[src/rtl/inert_fusion_pkg.sv]
// inert_pkg: shared definitions for the inertial fusion block.
//   fuse_state_t          - UNCAL / CAL / RUN state encoding
//   ACC_SCALE, ACC_SHIFT  - accelerometer-to-angle scale (x327 >>> 12)
//   DEF_INT_SHIFT         - default integrator-to-angle right shift
//   DEF_CAL_LOG2          - default log2 of the calibration window length
//   DEF_FUSION_STEP       - default per-sample accelerometer correction
// The sensor interface instantiation uses the same DEF_* values.
package inert_pkg;

  typedef enum logic [1:0] {
    UNCAL = 2'd0,
    CAL   = 2'd1,
    RUN   = 2'd2
  } fuse_state_t;

  localparam int ACC_SCALE       = 327;
  localparam int ACC_SHIFT       = 12;
  localparam int DEF_INT_SHIFT   = 11;
  localparam int DEF_CAL_LOG2    = 11;
  localparam int DEF_FUSION_STEP = 512;

endpackage

[src/rtl/inert_fusion_axis.sv]
// inert_axis: one axis of gyro bias removal and angle integration.
// Ports:
//   clk, rst_n   - clock, asynchronous active-low reset
//   clr_i        - clear bias accumulator and integrator
//   acc_en_i     - add sign-extended rate to the bias accumulator
//   latch_i      - latch offset = (accumulator incl. this sample) >>> CAL_LOG2
//   int_en_i     - integrate: int <= int - sext(rt - off) + corr
//   rt_i         - signed angular rate
//   corr_i       - signed integrator correction (zero when fusion is off)
//   angle_o      - signed angle, integrator >>> INT_SHIFT, low 16 bits
module inert_axis
  import inert_pkg::*;
#(
  parameter int INT_SHIFT = DEF_INT_SHIFT,
  parameter int CAL_LOG2  = DEF_CAL_LOG2
) (
  input  logic                           clk,
  input  logic                           rst_n,
  input  logic                           clr_i,
  input  logic                           acc_en_i,
  input  logic                           latch_i,
  input  logic                           int_en_i,
  input  logic signed [15:0]             rt_i,
  input  logic signed [16+INT_SHIFT:0]   corr_i,
  output logic signed [15:0]             angle_o
);

  localparam int ACC_W = 16 + CAL_LOG2;
  localparam int INT_W = 16 + INT_SHIFT + 1;

  logic signed [ACC_W-1:0] acc_q, acc_d, acc_sum_s;
  logic        [15:0]      off_q, off_d, comp_s;
  logic signed [INT_W-1:0] int_q, int_d, int_upd_s;

  // The final calibration sample is folded in before the offset is taken,
  // so the latch uses the post-accumulate sum rather than acc_q.
  assign acc_sum_s = acc_q + {{(ACC_W-16){rt_i[15]}}, rt_i};
  assign comp_s    = rt_i - off_q;
  assign int_upd_s = int_q - {{(INT_W-16){comp_s[15]}}, comp_s} + corr_i;

  // Next-state for accumulator, offset and integrator.
  always_comb begin
    acc_d = acc_q;
    off_d = off_q;
    int_d = int_q;
    if (clr_i) begin
      acc_d = '0;
      int_d = '0;
    end else begin
      if (acc_en_i) begin
        acc_d = acc_sum_s;
      end else begin
        acc_d = acc_q;
      end
      if (latch_i) begin
        off_d = acc_sum_s[CAL_LOG2 +: 16];
      end else begin
        off_d = off_q;
      end
      if (int_en_i) begin
        int_d = int_upd_s;
      end else begin
        int_d = int_q;
      end
    end
  end

  // Axis state registers.
  always_ff @(posedge clk or negedge rst_n) begin
    if (!rst_n) begin
      acc_q <= '0;
      off_q <= '0;
      int_q <= '0;
    end else begin
      acc_q <= acc_d;
      off_q <= off_d;
      int_q <= int_d;
    end
  end

  assign angle_o = int_q[INT_SHIFT +: 16];

endmodule

[src/rtl/inert_fusion.sv]
// inert_fusion: gyro bias calibration and angle integration for pitch,
// roll and yaw, with optional accelerometer pull on pitch/roll.
// Optional feature macro: ACCEL_FUSION_EN (default build: pure integration,
// ax/ay unused, no multipliers).
// Ports:
//   clk, rst_n                  - clock, asynchronous active-low reset
//   strt_cal                    - pulse: (re)start calibration
//   vld                         - pulse: sample inputs valid this cycle
//   ptch_rt, roll_rt, yaw_rt    - signed angular rates
//   ax, ay                      - signed accelerations
//   cal_done                    - registered one-cycle end-of-calibration pulse
//   ptch, roll, yaw             - signed angles from registered integrators
module inert_fusion
  import inert_pkg::*;
#(
  parameter int INT_SHIFT   = DEF_INT_SHIFT,
  parameter int CAL_LOG2    = DEF_CAL_LOG2,
  parameter int FUSION_STEP = DEF_FUSION_STEP
) (
  input  logic               clk,
  input  logic               rst_n,
  input  logic               strt_cal,
  input  logic               vld,
  input  logic signed [15:0] ptch_rt,
  input  logic signed [15:0] roll_rt,
  input  logic signed [15:0] yaw_rt,
  input  logic signed [15:0] ax,
  input  logic signed [15:0] ay,
  output logic               cal_done,
  output logic signed [15:0] ptch,
  output logic signed [15:0] roll,
  output logic signed [15:0] yaw
);

  localparam int INT_W = 16 + INT_SHIFT + 1;
  localparam logic [CAL_LOG2:0] CNT_LAST = {1'b0, {CAL_LOG2{1'b1}}};
  localparam logic [CAL_LOG2:0] CNT_ONE  = {{CAL_LOG2{1'b0}}, 1'b1};

  fuse_state_t         state_q, state_d;
  logic [CAL_LOG2:0]   cnt_q, cnt_d;
  logic                cal_done_q, cal_done_d;
  logic                clr_s, acc_en_s, latch_s, int_en_s;
  logic signed [INT_W-1:0] ptch_corr_s, roll_corr_s, yaw_corr_s;

  // FSM next state and per-axis enables; strt_cal overrides everything.
  always_comb begin
    state_d    = state_q;
    cnt_d      = cnt_q;
    cal_done_d = 1'b0;
    clr_s      = 1'b0;
    acc_en_s   = 1'b0;
    latch_s    = 1'b0;
    int_en_s   = 1'b0;
    if (strt_cal) begin
      state_d = CAL;
      cnt_d   = '0;
      clr_s   = 1'b1;
    end else begin
      case (state_q)
        UNCAL: begin
          state_d = UNCAL;
        end
        CAL: begin
          if (vld) begin
            acc_en_s = 1'b1;
            cnt_d    = cnt_q + CNT_ONE;
            if (cnt_q == CNT_LAST) begin
              latch_s    = 1'b1;
              cal_done_d = 1'b1;
              state_d    = RUN;
            end else begin
              state_d = CAL;
            end
          end else begin
            state_d = CAL;
          end
        end
        RUN: begin
          if (vld) begin
            int_en_s = 1'b1;
          end else begin
            int_en_s = 1'b0;
          end
        end
        default: begin
          state_d = UNCAL;
        end
      endcase
    end
  end

  // FSM, sample counter and cal_done registers.
  always_ff @(posedge clk or negedge rst_n) begin
    if (!rst_n) begin
      state_q    <= UNCAL;
      cnt_q      <= '0;
      cal_done_q <= 1'b0;
    end else begin
      state_q    <= state_d;
      cnt_q      <= cnt_d;
      cal_done_q <= cal_done_d;
    end
  end

  assign cal_done = cal_done_q;

`ifdef ACCEL_FUSION_EN
  logic signed [31:0] ptch_prod_s, roll_prod_s;
  logic signed [15:0] ptch_acc_s, roll_acc_s;

  // Pitch follows ay and roll follows ax; slicing at ACC_SHIFT is the
  // arithmetic shift truncated to 16 bits.
  assign ptch_prod_s = 32'(ay) * 32'(ACC_SCALE);
  assign roll_prod_s = 32'(ax) * 32'(ACC_SCALE);
  assign ptch_acc_s  = ptch_prod_s[ACC_SHIFT +: 16];
  assign roll_acc_s  = roll_prod_s[ACC_SHIFT +: 16];

  // Bang-bang correction toward the accelerometer angle.
  always_comb begin
    ptch_corr_s = '0;
    roll_corr_s = '0;
    if (ptch_acc_s > ptch) begin
      ptch_corr_s = INT_W'(FUSION_STEP);
    end else if (ptch_acc_s < ptch) begin
      ptch_corr_s = -INT_W'(FUSION_STEP);
    end else begin
      ptch_corr_s = '0;
    end
    if (roll_acc_s > roll) begin
      roll_corr_s = INT_W'(FUSION_STEP);
    end else if (roll_acc_s < roll) begin
      roll_corr_s = -INT_W'(FUSION_STEP);
    end else begin
      roll_corr_s = '0;
    end
  end
`else
  logic unused_accel_s;
  assign unused_accel_s = ^{ax, ay};
  assign ptch_corr_s    = '0;
  assign roll_corr_s    = '0;
`endif
  assign yaw_corr_s = '0;

  inert_axis #(.INT_SHIFT(INT_SHIFT), .CAL_LOG2(CAL_LOG2)) u_ptch (
    .clk(clk), .rst_n(rst_n), .clr_i(clr_s), .acc_en_i(acc_en_s),
    .latch_i(latch_s), .int_en_i(int_en_s), .rt_i(ptch_rt),
    .corr_i(ptch_corr_s), .angle_o(ptch)
  );

  inert_axis #(.INT_SHIFT(INT_SHIFT), .CAL_LOG2(CAL_LOG2)) u_roll (
    .clk(clk), .rst_n(rst_n), .clr_i(clr_s), .acc_en_i(acc_en_s),
    .latch_i(latch_s), .int_en_i(int_en_s), .rt_i(roll_rt),
    .corr_i(roll_corr_s), .angle_o(roll)
  );

  inert_axis #(.INT_SHIFT(INT_SHIFT), .CAL_LOG2(CAL_LOG2)) u_yaw (
    .clk(clk), .rst_n(rst_n), .clr_i(clr_s), .acc_en_i(acc_en_s),
    .latch_i(latch_s), .int_en_i(int_en_s), .rt_i(yaw_rt),
    .corr_i(yaw_corr_s), .angle_o(yaw)
  );

endmodule

[config.mk]
export PLATFORM = sky130hd
export DESIGN_NAME = inert_fusion
export DESIGN_NICKNAME = d
export VERILOG_FILES = /design/src/rtl/inert_fusion_pkg.sv /design/src/rtl/inert_fusion_axis.sv /design/src/rtl/inert_fusion.sv
export SDC_FILE = /design/constraint.sdc
export NUM_CORES = 1
export LEC_CHECK = 0
export ABC_AREA = 1
export CORE_ASPECT_RATIO = 1.4
export CORE_UTILIZATION = 23
export CTS_BUF_LIST = sky130_fd_sc_hd__clkbuf_4 sky130_fd_sc_hd__clkbuf_8
export CTS_CLUSTER_DIAMETER = 100
export DETAILED_ROUTE_END_ITERATION = 10
export PLACE_DENSITY = 0.42
export SETUP_SLACK_MARGIN = 0.2
export SLEW_MARGIN = 40
export SYNTH_ARGS = -nofsm -noshare
export SYNTH_HDL_FRONTEND = slang
export SYNTH_SLANG_ARGS = --single-unit
[constraint.sdc]
create_clock -name clk -period 6.7 [get_ports clk]
set_input_delay 0.67 -clock clk [delete_from_list [all_inputs] [get_ports clk]]
set_output_delay 0.67 -clock clk [all_outputs]
set_load 0.1 [all_outputs]
==> impl_metrics.yaml <==
outcome:
  status: "finished, final reports clean"
synthesis:
  syn-cell-area_um2: 19000
  synth.yosys.seq_area_share_pct: 29.6
  synth.ff_latch_count: 225
  post-synth-top-area-cell: "dfrtp_1"
  yosys_warnings: 0
  netlist_top_cells_area: "dfrtp_1 (30%), nand2_1 (14%), ha_1 (12%)"
  count_of_flip_flops_with_a_built_in_enable_after_synthesis: 0
  synth_async_sr_flop_share_pct: 100
  postSynthCellCount: 2683
  yosysUniqueCellTypes: 54
  synth_area_per_cell_um2: 7.09
  synthFlopType: "dfrtp_1"
  synth_top_area_share_pct: 29.6
  synth_fp_nets: 2954
power_and_ir_drop:
  power_density_nw_per_um2: 209
  vdd.ir_drop.worst_uv: 120
  power_leakage_nw: 10.8
floorplan:
  num_io_pins: 133
  die_height_um: 342
  rows: 124
  start_util_pct: 23.3
  core_um2: 81800
  floorplan.die_area_um2: 83900
  die_width_um: 245
clock_tree:
  clock-sinks: 225
  clock_tree_from_tritoncts: "yes"
  cts.repair_timing.setup_buffer_count: 0
  clk_root_buffer_cell: "clkbuf_8"
  clk_pin_slew_worst_paths_ns: 0.08
  max-clock-path-buffers: 3
  ctsHtreeMaxLevel: 2
  clk_lat_worst_skew_ns: 0.65
  cts-buffers-inserted: 46
grt:
  number_of_antenna_violations_at_the_first_check_in_global_routing: 5
  grt_max_degree: 86
  global_route.overflow_total: 0
  first_pass_grt_wire_length_mm: 97.4
  tot_gr_track_use_pct: 14.7
  vias_in_the_first_global_route: 17900
sta:
  skew_final_ns: 0.0305
  fmaxAchievable_ghz: 0.232
  min_period_ns: 4.30
  final-hold-violation-count: 0
  max-slew-margin-rel_pct: 45.1
  setup_viol: 0
  layout_worst_path_cycle_share_pct: 64.2
  worst-slew-pin-transition_ns: 0.824
  grt_setup_unrepaired: "false"
  final-max-slew-violation-count: 0
  final.setup.tns_ns: 0
  worst_hold_slack_ns: 0.438
route:
  count_of_tritonroute_iterations_in_the_first_routing_pass: 5
  antenna_violating_nets_post_route: 0
  num_vias: 17500
  detail_route.wirelength_mm: 61.0
  avgRoutedWirePerCell_um: 15.8
  post_drt_via_cell_ratio: 4.52
  initialDrtViolationCount: 809
  post_detailed_route_drc_marker_count: 0
placement:
  finalWeightedCongestion: 0.818
  dp.final_hpwl_mm: 45.7
  port-buffer-count: 100
finish:
  syn_to_final_growth_pct: 15.3
  drive_above_1_share_pct: 8.75
  regArea_um2: 5630
  final_util_pct: 26.8
  multiInputGateArea_um2: 11700
  filler_cell_count: 9066
  final_nets: 3021
critical_path:
  element_type_at_the_critical_path_start: "input pin"
  critical-path-top-cell-by-count: "nand2_1"
  worst-path-buf-inv: 3
  arrival_ns: 4.80
  worstSetupPathType: "in -> reg"
  critical_path.top_delay_family: "simple AND/OR/NAND/NOR gates"
  largest_driver_fanout_on_the_critical_path: 6
  slowest_stage: "clkdlybuf4s50_1"
  longest_individual_stage_delay_on_the_worst_path_ns: 0.44
  critPathCaptureType: "flip-flop"
  critPathRequiredTime_ns: 7.20
worst_hold_path:
  min_path_type: "in -> async"
job:
  max_cap_viol_count: 0
-- routing by layer --
| metal | up-vias | GRT usage [%] | part of all wire, % | wire (µm) |
|---|---|---|---|---|
| met3 | 75 | 2.21 | 3.3 | 2000 |
| met5 | - | 0 | 0.070 | 43 |
| met2 | 216 | 25.8 | 49 | 29600 |
| met4 | 8 | 4.02 | 2.0 | 1210 |
| li1 | 9109 | - | - | - |
| met1 | 8058 | 18.5 | 46 | 28200 |
-- cell type report --
class	count	area share [%]
Multi-Input combinational cell	2057	53.4
Sequential cell	225	25.7
Tap cell	1071	6.11
Inverter	302	5.17
Timing Repair Buffer	118	4.25
Clock buffer	65	3.88
Clock inverter	21	1.55
Antenna cell	1	0.0114
-- where the power goes --
group,internal [mW],switching [mW],leakage [nW]
registers,1.43,0.0428,2.96
clock network,1.17,0.755,0.622
logic,0.415,0.761,7.23
-- state kept, by name, summed over array words and instances, names as in the netlist --
signal,flops
u_ptch.acc_q,27
u_yaw.off_q,16
u_roll.acc_q,27
u_yaw.acc_q,27
cnt_q,12
u_roll.off_q,16
u_roll.int_q,27
cal_done,1
state_q,2
u_yaw.int_q,27
u_ptch.off_q,16
u_ptch.int_q,27
-- final timing paths --
kind                               endpoint  cells past startpoint            start  slack, ns
min                         u_yaw.int_q[26]                      2            rst_n       0.44
max                        u_ptch.int_q[21]                     27       ptch_rt[0]       2.40
max reg2reg                u_ptch.int_q[21]                     25  u_ptch.off_q[0]       2.58
min reg2reg                 u_yaw.off_q[10]                      2  u_yaw.off_q[10]       0.48
max in group asynchronous  u_ptch.int_q[20]                      4            rst_n       5.12
min in group clk            u_yaw.off_q[10]                      2  u_yaw.off_q[10]       0.48
-- synth_stat cells (3+ instances only) --
library cell	number
inv_1	297
a211oi_1	5
xnor2_1	28
a21boi_0	5
a21o_1	10
buf_4	51
nor3_1	21
o22ai_1	13
fa_1	9
a32o_1	19
buf_2	3
a22o_1	10
o21ai_0	229
nand3_2	3
nand3b_1	12
a31oi_1	11
nor2_2	11
o21ai_1	24
or2_2	25
dfrtp_1	225
nand2_1	692
o31ai_1	22
nand2_4	7
a21oi_1	208
o21bai_1	13
o41ai_1	14
nand2_2	27
clkbuf_1	41
nand3_1	158
o211ai_1	9
ha_1	178
nor2_1	177
nand4_1	24
inv_2	3
nor4_1	9
o21a_1	6
xor2_1	59
-- placed cells by master (no fill, tap or decap), types with 10 or more instances in the layout --
cell type | synthesis | final
a21o_1 | 10 | 10
a21oi_1 | 208 | 208
a22o_1 | 10 | 10
a31oi_1 | 11 | 11
a32o_1 | 19 | 19
buf_2 | 3 | 50
buf_4 | 51 | 13
clkbuf_8 | 0 | 58
clkdlybuf4s50_1 | 0 | 49
clkinv_2 | 0 | 10
dfrtp_1 | 225 | 225
ha_1 | 178 | 178
inv_1 | 297 | 295
nand2_1 | 692 | 690
nand2_2 | 27 | 29
nand3_1 | 158 | 158
nand3b_1 | 12 | 12
nand4_1 | 24 | 24
nor2_1 | 177 | 174
nor2_2 | 11 | 11
nor3_1 | 21 | 21
o21ai_0 | 229 | 229
o21ai_1 | 24 | 24
o21bai_1 | 13 | 13
o22ai_1 | 13 | 13
o31ai_1 | 22 | 22
o41ai_1 | 14 | 14
or2_2 | 25 | 25
xnor2_1 | 28 | 28
xor2_1 | 59 | 59
-- what timing repair did --
item | 4_1_cts | 5_1_grt
hold buffers | 1 | 0
endpoints found under the hold margin | 4 | 0
resized for setup | 0 | 0
-- stage by stage --
stage / setup slack, ns / std cells / area [µm²] / power (mW)
after floorplan: 2.98 / 2683 / 19000 / 2.33
after global placement: 1.77 / 3770 / 20900 / 2.68
after detailed placement: 1.73 / 3770 / 20700 / 2.68
after CTS: 2.46 / 3857 / 21900 / 4.68
after global routing: 2.05 / 3860 / 21900 / 4.87
final: 2.40 / 3860 / 21900 / 4.58
-- cell families after synthesis --
group	synth area share [%]
simple gates	26.4
compound gates	18.3
buf+inv	9.03
flops	29.6
fa+ha+maj	12.6
xor+xnor	4.09
(Power assumes the default switching activity.)
